[src/rtl/chain_timing_ctrl.sv]
// Timing sequencer for a polyphase tx/rx filter chain: holds the datapath in flush,
// runs a symbol-counted warm-up, then free-runs the phase counter and rate strobes.
module chain_timing_ctrl #(
  parameter int OVERSAMP     = 4,
  parameter int NB_PHASE     = 2,
  parameter int FLUSH_CYCLES = 17,
  parameter int WARMUP_SYMS  = 6
) (
  input  logic                clk,
  input  logic                i_reset,
  input  logic                i_enable,
  input  logic                i_dw_offset,
  output logic [NB_PHASE-1:0] o_counter,
  output logic                o_count_max,
  output logic                o_count_half_or_max,
  output logic                o_flush,
  output logic                o_valid_r2,
  output logic [1:0]          o_state
);

  typedef enum logic [1:0] {
    IDLE   = 2'd0,
    FLUSH  = 2'd1,
    WARMUP = 2'd2,
    RUN    = 2'd3
  } state_e;

  localparam logic [NB_PHASE-1:0] CNT_MAX    = NB_PHASE'(OVERSAMP - 1);
  localparam logic [NB_PHASE:0]   HALF_MASK  = (NB_PHASE + 1)'(OVERSAMP / 2 - 1);
  localparam logic [7:0]          FLUSH_LAST = 8'(FLUSH_CYCLES - 1);
  localparam logic [7:0]          WARM_LAST  = 8'(WARMUP_SYMS - 1);

  state_e                state_q, state_d;
  logic [NB_PHASE-1:0]   counter_q, counter_d;
  logic [7:0]            flush_cnt_q, flush_cnt_d;
  logic [7:0]            sym_cnt_q, sym_cnt_d;
  logic                  offset_q, offset_d;

  logic                  active;
  logic                  count_max;
  logic                  half_hit;
  logic [NB_PHASE:0]     phase_sum;

  always_ff @(posedge clk or posedge i_reset) begin
    if (i_reset) begin
      state_q     <= IDLE;
      counter_q   <= '0;
      flush_cnt_q <= '0;
      sym_cnt_q   <= '0;
      offset_q    <= 1'b0;
    end else begin
      state_q     <= state_d;
      counter_q   <= counter_d;
      flush_cnt_q <= flush_cnt_d;
      sym_cnt_q   <= sym_cnt_d;
      offset_q    <= offset_d;
    end
  end

  // Strobes are pure decodes of registered state so they never glitch across phases.
  assign active    = (state_q == WARMUP) || (state_q == RUN);
  assign count_max = active && (counter_q == CNT_MAX);
  assign phase_sum = {1'b0, counter_q} + {{NB_PHASE{1'b0}}, offset_q};
  assign half_hit  = active && ((phase_sum & HALF_MASK) == HALF_MASK);

  always_comb begin
    state_d     = state_q;
    counter_d   = counter_q;
    flush_cnt_d = flush_cnt_q;
    sym_cnt_d   = sym_cnt_q;
    offset_d    = offset_q;
    case (state_q)
      IDLE: begin
        counter_d   = '0;
        flush_cnt_d = '0;
        sym_cnt_d   = '0;
        if (i_enable) state_d = FLUSH;
      end
      FLUSH: begin
        counter_d = '0;
        if (!i_enable) begin
          state_d     = IDLE;
          flush_cnt_d = '0;
          sym_cnt_d   = '0;
        end else if (flush_cnt_q == FLUSH_LAST) begin
          // The decimation phase is only sampled here so it cannot slip mid-run.
          state_d     = WARMUP;
          flush_cnt_d = '0;
          sym_cnt_d   = '0;
          offset_d    = i_dw_offset;
        end else begin
          flush_cnt_d = flush_cnt_q + 8'd1;
        end
      end
      WARMUP: begin
        if (!i_enable) begin
          state_d     = IDLE;
          counter_d   = '0;
          flush_cnt_d = '0;
          sym_cnt_d   = '0;
        end else begin
          counter_d = counter_q + 1'b1;
          if (count_max) begin
            if (sym_cnt_q == WARM_LAST) begin
              state_d   = RUN;
              sym_cnt_d = '0;
            end else begin
              sym_cnt_d = sym_cnt_q + 8'd1;
            end
          end
        end
      end
      RUN: begin
        if (!i_enable) begin
          state_d     = IDLE;
          counter_d   = '0;
          flush_cnt_d = '0;
          sym_cnt_d   = '0;
        end else begin
          counter_d = counter_q + 1'b1;
        end
      end
      default: begin
        state_d   = IDLE;
        counter_d = '0;
      end
    endcase
  end

  assign o_counter           = counter_q;
  assign o_count_max         = count_max;
  assign o_count_half_or_max = half_hit;
  assign o_flush             = (state_q == IDLE) || (state_q == FLUSH);
  assign o_valid_r2          = (state_q == RUN) && half_hit;
  assign o_state             = state_q;

endmodule
[config.mk]
export PLATFORM = sky130hd
export DESIGN_NAME = chain_timing_ctrl
export DESIGN_NICKNAME = d
export VERILOG_FILES = /design/src/rtl/chain_timing_ctrl.sv
export SDC_FILE = /design/constraint.sdc
export NUM_CORES = 1
export LEC_CHECK = 0
export ABC_CLOCK_PERIOD_IN_PS = 2300
export CAP_MARGIN = 20
export CORE_ASPECT_RATIO = 1.5
export CORE_MARGIN = 5
export CORE_UTILIZATION = 27
export DETAILED_ROUTE_END_ITERATION = 12
export GPL_TIMING_DRIVEN = 1
export PLACE_DENSITY_LB_ADDON = 0.05
export SLEW_MARGIN = 20
export SYNTH_ARGS = -nofsm -noshare
export SYNTH_HDL_FRONTEND = slang
export SYNTH_SLANG_ARGS = --single-unit
[constraint.sdc]
create_clock -name clk -period 2.3 [get_ports clk]
set_input_delay 0.69 -clock clk [delete_from_list [all_inputs] [get_ports clk]]
set_output_delay 0.69 -clock clk [all_outputs]
set_load 0.005 [all_outputs]
* Word-level counts from Yosys, hierarchy flattened *
Cells that the tools add are included.

word-level totals
  register bits = 21
  latch bits = 0
  bits in writable memories = 0
  memory bits (read-only) = 0
  input port bits = 4
  output and inout port bits = 8
  logic and storage cells = 52
  memories kept = 0

cells by class
  $add $sub $neg = 4
  $mul = 0
  divide/modulo/power cells = 0
  order comparisons = 0
  equality and inequality tests = 12
  shifts and indexed selects = 0
  muxes and demuxes = 20
  bitwise gates (word level) = 0
  reductions and logical operators = 11

operators with widths
  kind                                                             count
  8-bit 2-to-1 mux                                                 8
  8-bit case mux with 4 select lines                               1
  8-bit case mux with 3 select lines                               1
  8-bit by 1-bit adder with 8-bit output, second input constant    2
  2-bit 2-to-1 mux                                                 8
  8-bit by 3-bit == test with 1-bit output, second input constant  1
  8-bit by 5-bit == test with 1-bit output, second input constant  1
  2-bit case mux with 4 select lines                               1
  2-bit == test, second input constant                             3
  2-bit != test, second input constant                             3
  3-bit != test, second input constant                             2
  3-bit AND reduction                                              2
  5-bit AND reduction                                              1
  2-bit case mux with 2 select lines                               1
  2-bit OR reduction                                               2
  1-bit logical AND                                                3
  3-bit by 2-bit != test with 1-bit output, second input constant  1
  2-bit by 1-bit adder with 2-bit output, second input constant    1
  2-bit by 1-bit == test with 1-bit output, second input constant  1
  2-bit logical NOT                                                1
  1-bit logical OR                                                 2
  1-bit adder                                                      1

* Longest topological paths before layout *
  depth after elaboration = 6
  gate-level depth with buffers = 6
  depth with buffers taken out = 6

* Worst setup path after synthesis *
No wires, ideal clock.

  path kind = register to register
  start = register flush_cnt_q[0]
  end = register sym_cnt_q[7]
  library setup time = 0.126 ns
  arrival = 1.488 ns
  data required time = 2.174 ns
  path slack = 0.686 ns
  cell stages (with the launch flop) = 7
  path buffers = 0
  period minus slack after synthesis = 1.614 ns
  cell sequence = dfrtp_1 > inv_1 > ha_1 > nor4b_4 > a21oi_2 > o21a_1 > a221o_1

between the ends
  cells in the longest elaborated chain, start to end = 3

ends and longest elaborated chain
  item                                      line  text
  start, declared                           35    logic [7:0] flush_cnt_q, flush_cnt_d;
  start signal, assigned                    54    flush_cnt_q <= flush_cnt_d;
  8-bit by 5-bit == test with 1-bit output  85    end else if (flush_cnt_q == FLUSH_LAST) begin
  3-bit != test (no line)                   --
  3-bit AND reduction (no line)             --
  end signal, assigned                      55    sym_cnt_q <= sym_cnt_d;
  end, declared                             36    logic [7:0] sym_cnt_q, sym_cnt_d;

No other way between the ends.
A chain may end at the register's enable or synchronous reset.

* Worst setup path in the final report *
  start = register counter_q[0], in the netlist o_counter[0]
  end = output port o_count_max

between the ends
  cells in the longest elaborated chain, start to end = 2

ends and longest elaborated chain
  item                    line  text
  start, declared         34    logic [NB_PHASE-1:0] counter_q, counter_d;
  start signal, assigned  53    counter_q <= counter_d;
  2-bit == test           62    assign count_max = active && (counter_q == CNT_MAX);
  1-bit logical AND       62
  end, declared           14    output logic o_count_max,

No other way between the ends.

==> flow_summary.json <==
{
  "yosys_register_bits": 21,
  "fill_cells": 453,
  "cts.repair_timing.setup_buffer_count": 0,
  "layout.nets": 146,
  "p_per_area_nw_per_um2": 482,
  "diodes": 0,
  "timing.hold.worst.class": "flip-flop to flip-flop",
  "destination_of_the_critical_timing_path": "o_count_max",
  "worst-endpoint-arrival_ps": 1550,
  "yosysTopAreaCellShare": 0.437,
  "clkTransAtPathRegs_ps": 80,
  "detail-route-antenna-nets": 0,
  "comb_power_share": 0.091,
  "cell_at_the_root_of_the_clock_tree": "sky130_fd_sc_hd__clkbuf_8",
  "yosysWarnings": 0,
  "synthTopCellsByArea": "sky130_fd_sc_hd__dfrtp_1 (44%), sky130_fd_sc_hd__ha_1 (5.2%), sky130_fd_sc_hd__a221o_1 (4.2%)",
  "cts_inserted_buffers": 3,
  "synth.most_common_cell": "sky130_fd_sc_hd__dfrtp_1",
  "multi_input_area_um2": 642,
  "layout-area-overhead-vs-synth_pct": 19.8,
  "cts_num_sinks": 21,
  "timing.max_cap.violations": 0,
  "synth_nets": 128,
  "width_of_the_die_um": 64.5,
  "crit_path_max_fanout": 4,
  "post_synth.cell_area_avg_um2": 10.1,
  "utilization": 0.337,
  "count_of_hold_buffers_inserted_by_post_cts_repair": 0,
  "drt_pre_antenna_iters": 4,
  "grt_start_max_net_pins": 22,
  "timing.setup.critical_path_class": "flip-flop to output port",
  "worstPathCellList": "ha_2 -> inv_1 -> nor2_1 -> clkdlybuf4s50_1",
  "max_stage_delay_ps": 500,
  "iter_0_drt_violations": 30,
  "timing.critical_path.to_type": "output port",
  "first_global_vias": 907,
  "worstSkewPairLatency_ps": 260,
  "finalCriticalPeriod_ps": 2240,
  "cts_buffer_depth": 2,
  "net-switching-power_mw": 0.170,
  "hold_violations": 0,
  "setup_viol": 0,
  "start_util": 0.281,
  "synth_async_sr_flop_share": 1.00,
  "p_int_mw": 0.525,
  "yosys.area.top_type": "sky130_fd_sc_hd__dfrtp_1",
  "die_area_um2": 5920,
  "switching_share": 0.245,
  "length_in_cells_of_the_worst_reg_to_reg_path": 6,
  "crit_path_start_kind": "flip-flop",
  "max_slew.worst_pin.slew_ps": 517,
  "io_buffer_count": 11,
  "timing.rr.start": "flush_cnt_q[0]",
  "worst_slew_margin_rel": 0.652,
  "drt-vias-per-instance": 5.10,
  "yosys.cell_types.count": 38,
  "global_route.usage.total": 0.0972,
  "synth_seq_area_share": 0.437,
  "num_rows": 29,
  "static-leakage-power_nw": 0.629,
  "r2r-end": "sym_cnt_q[7]",
  "timing.reg2reg.setup_slack_ps": 480,
  "core_area_um2": 4280,
  "critical_path.startpoint": "o_counter[0]",
  "gp_congestion": 0.716,
  "vias": 928,
  "crit_slowest_cell": "sky130_fd_sc_hd__clkdlybuf4s50_1",
  "htreeDepth": 1,
  "finClkSkew_ps": 2.83,
  "status": "finished, final reports clean",
  "seqPwrFrac": 0.552,
  "preCtsSetupSlack_ps": 132,
  "place_hpwl_mm": 2.02,
  "dieHeight_um": 91.8,
  "antenna_found_initial": 0,
  "ioPinCount": 12,
  "area.sequential_um2": 527,
  "postLayoutSetupSlackWorst_ps": 59.0,
  "cts_tree": "done",
  "remaining_drc_errors": 0,
  "grt_overflow_total": 0,
  "grt_first_pass_wirelength_mm": 4.48,
  "drive_gt1_frac": 0.125,
  "max_clock_freq_mhz": 446,
  "power.clock.fraction": 0.357,
  "crit_required_ps": 1610,
  "synth_commonest_cells": "sky130_fd_sc_hd__dfrtp_1 (21), sky130_fd_sc_hd__nor2_1 (10), sky130_fd_sc_hd__nand2_1 (9)",
  "layout_worst_path_cycle_share": 0.974,
  "routedWlPerCell_um": 15.0,
  "synth_ff_type": "sky130_fd_sc_hd__dfrtp_1",
  "wirelength_mm": 2.72,
  "number_of_flops_mapped_to_enable_cells_by_yosys": 0,
  "post_synth_instance_area_um2": 1200,
  "vdd.ir_drop.worst_uv": 166,
  "grt_setup_unrepaired": "yes",
  "slew_violations": 0,
  "synthesis.instances": 119
}
-- area by class of cell --
| type | count | share of cell area |
|---|---|---|
| multi-input cells | 88 | 0.445 |
| inverters | 8 | 0.0208 |
| clock buffers | 4 | 0.0313 |
| flip-flops and latches | 21 | 0.365 |
| repair buffers | 15 | 0.0972 |
| well taps | 46 | 0.0399 |
-- flip-flops by register name, summed over array words and instances (netlist names) --
signal       cells
o_counter        2
offset_q         1
sym_cnt_q        8
o_state          2
flush_cnt_q      8
-- metal layers --
| metal | up-vias | global-route usage | routed length, um |
|---|---|---|---|
| met3 | 2 | 0.0159 | 43 |
| met1 | 464 | 0.119 | 1250 |
| met4 | 0 | 0.0370 | 23 |
| met2 | 5 | 0.168 | 1410 |
| met5 | - | 0 | 0 |
| li1 | 457 | - | - |
-- kinds of logic after synthesis --
family,Yosys count,synth area share
adders and majority gates,5,0.0520
AOI/OAI and AO/OA,20,0.137
buffers and inverters,10,0.0322
muxes,3,0.0260
DFF,21,0.437
xor gates and xnor gates,7,0.0509
and+or+nand+nor,53,0.265
-- power by group through the flow --
stage / registers, mW / clock network [mW] / logic [mW]
floorplan: 0.388 / 0 / 0.0396
global placement: 0.391 / 0 / 0.0648
detailed placement: 0.391 / 0 / 0.0647
CTS: 0.384 / 0.258 / 0.0648
global route: 0.384 / 0.276 / 0.0717
finish: 0.383 / 0.248 / 0.0634
-- cells in the final DEF, fill, tap and decap left out, types with 2 or more instances in the layout --
cell	n
sky130_fd_sc_hd__and2_1	3
sky130_fd_sc_hd__nor3b_1	2
sky130_fd_sc_hd__mux2i_1	2
sky130_fd_sc_hd__buf_4	4
sky130_fd_sc_hd__clkdlybuf4s50_1	11
sky130_fd_sc_hd__nand4_1	3
sky130_fd_sc_hd__and3_1	6
sky130_fd_sc_hd__a21oi_1	3
sky130_fd_sc_hd__a21boi_1	2
sky130_fd_sc_hd__dfrtp_1	20
sky130_fd_sc_hd__nand2_1	9
sky130_fd_sc_hd__nor3_1	6
sky130_fd_sc_hd__ha_1	4
sky130_fd_sc_hd__clkbuf_8	3
sky130_fd_sc_hd__nor2b_1	2
sky130_fd_sc_hd__a221o_1	5
sky130_fd_sc_hd__o21ai_1	2
sky130_fd_sc_hd__xor2_1	4
sky130_fd_sc_hd__inv_1	7
sky130_fd_sc_hd__xnor2_1	3
sky130_fd_sc_hd__nand3_1	5
sky130_fd_sc_hd__nor2_1	10
-- what timing repair did --
item	CTS	global route
resized for setup	1	1
endpoints found under the hold margin	0	0
pin swaps	0	1
setup endpoints to repair	1	1
-- worst max-delay path, delay by kind of cell (launching register included) --
family / cells / cell delay (ps)
buffers and inverters: 2 / 560
and+or+nand+nor: 1 / 80
DFF: 1 / 420
adders and majority gates: 1 / 230
-- through the flow --
step	TNS, ps	hold WS [ps]	instances	total power [mW]	area [um^2]
after detailed placement	0	498	178	0.456	1390
final	0	517	182	0.695	1440
after global routing	-30.7	514	182	0.732	1440
after global placement	0	496	178	0.455	1390
after floorplan	0	485	119	0.428	1200
after CTS	0	509	182	0.706	1440
-- how the worst min path moves through the flow --
stage                             from            to  slack, ps  depth (start not counted)
after global placement    o_counter[0]  o_counter[0]        500                          1
after detailed placement  o_counter[0]  o_counter[0]        500                          1
after CTS                 o_counter[0]  o_counter[0]        510                          1
final                     o_counter[0]  o_counter[0]        520                          1
after floorplan               offset_q      offset_q        480                          1
after global routing      o_counter[0]  o_counter[0]        510                          1
Note: power is estimated with default switching activity, not from simulation.
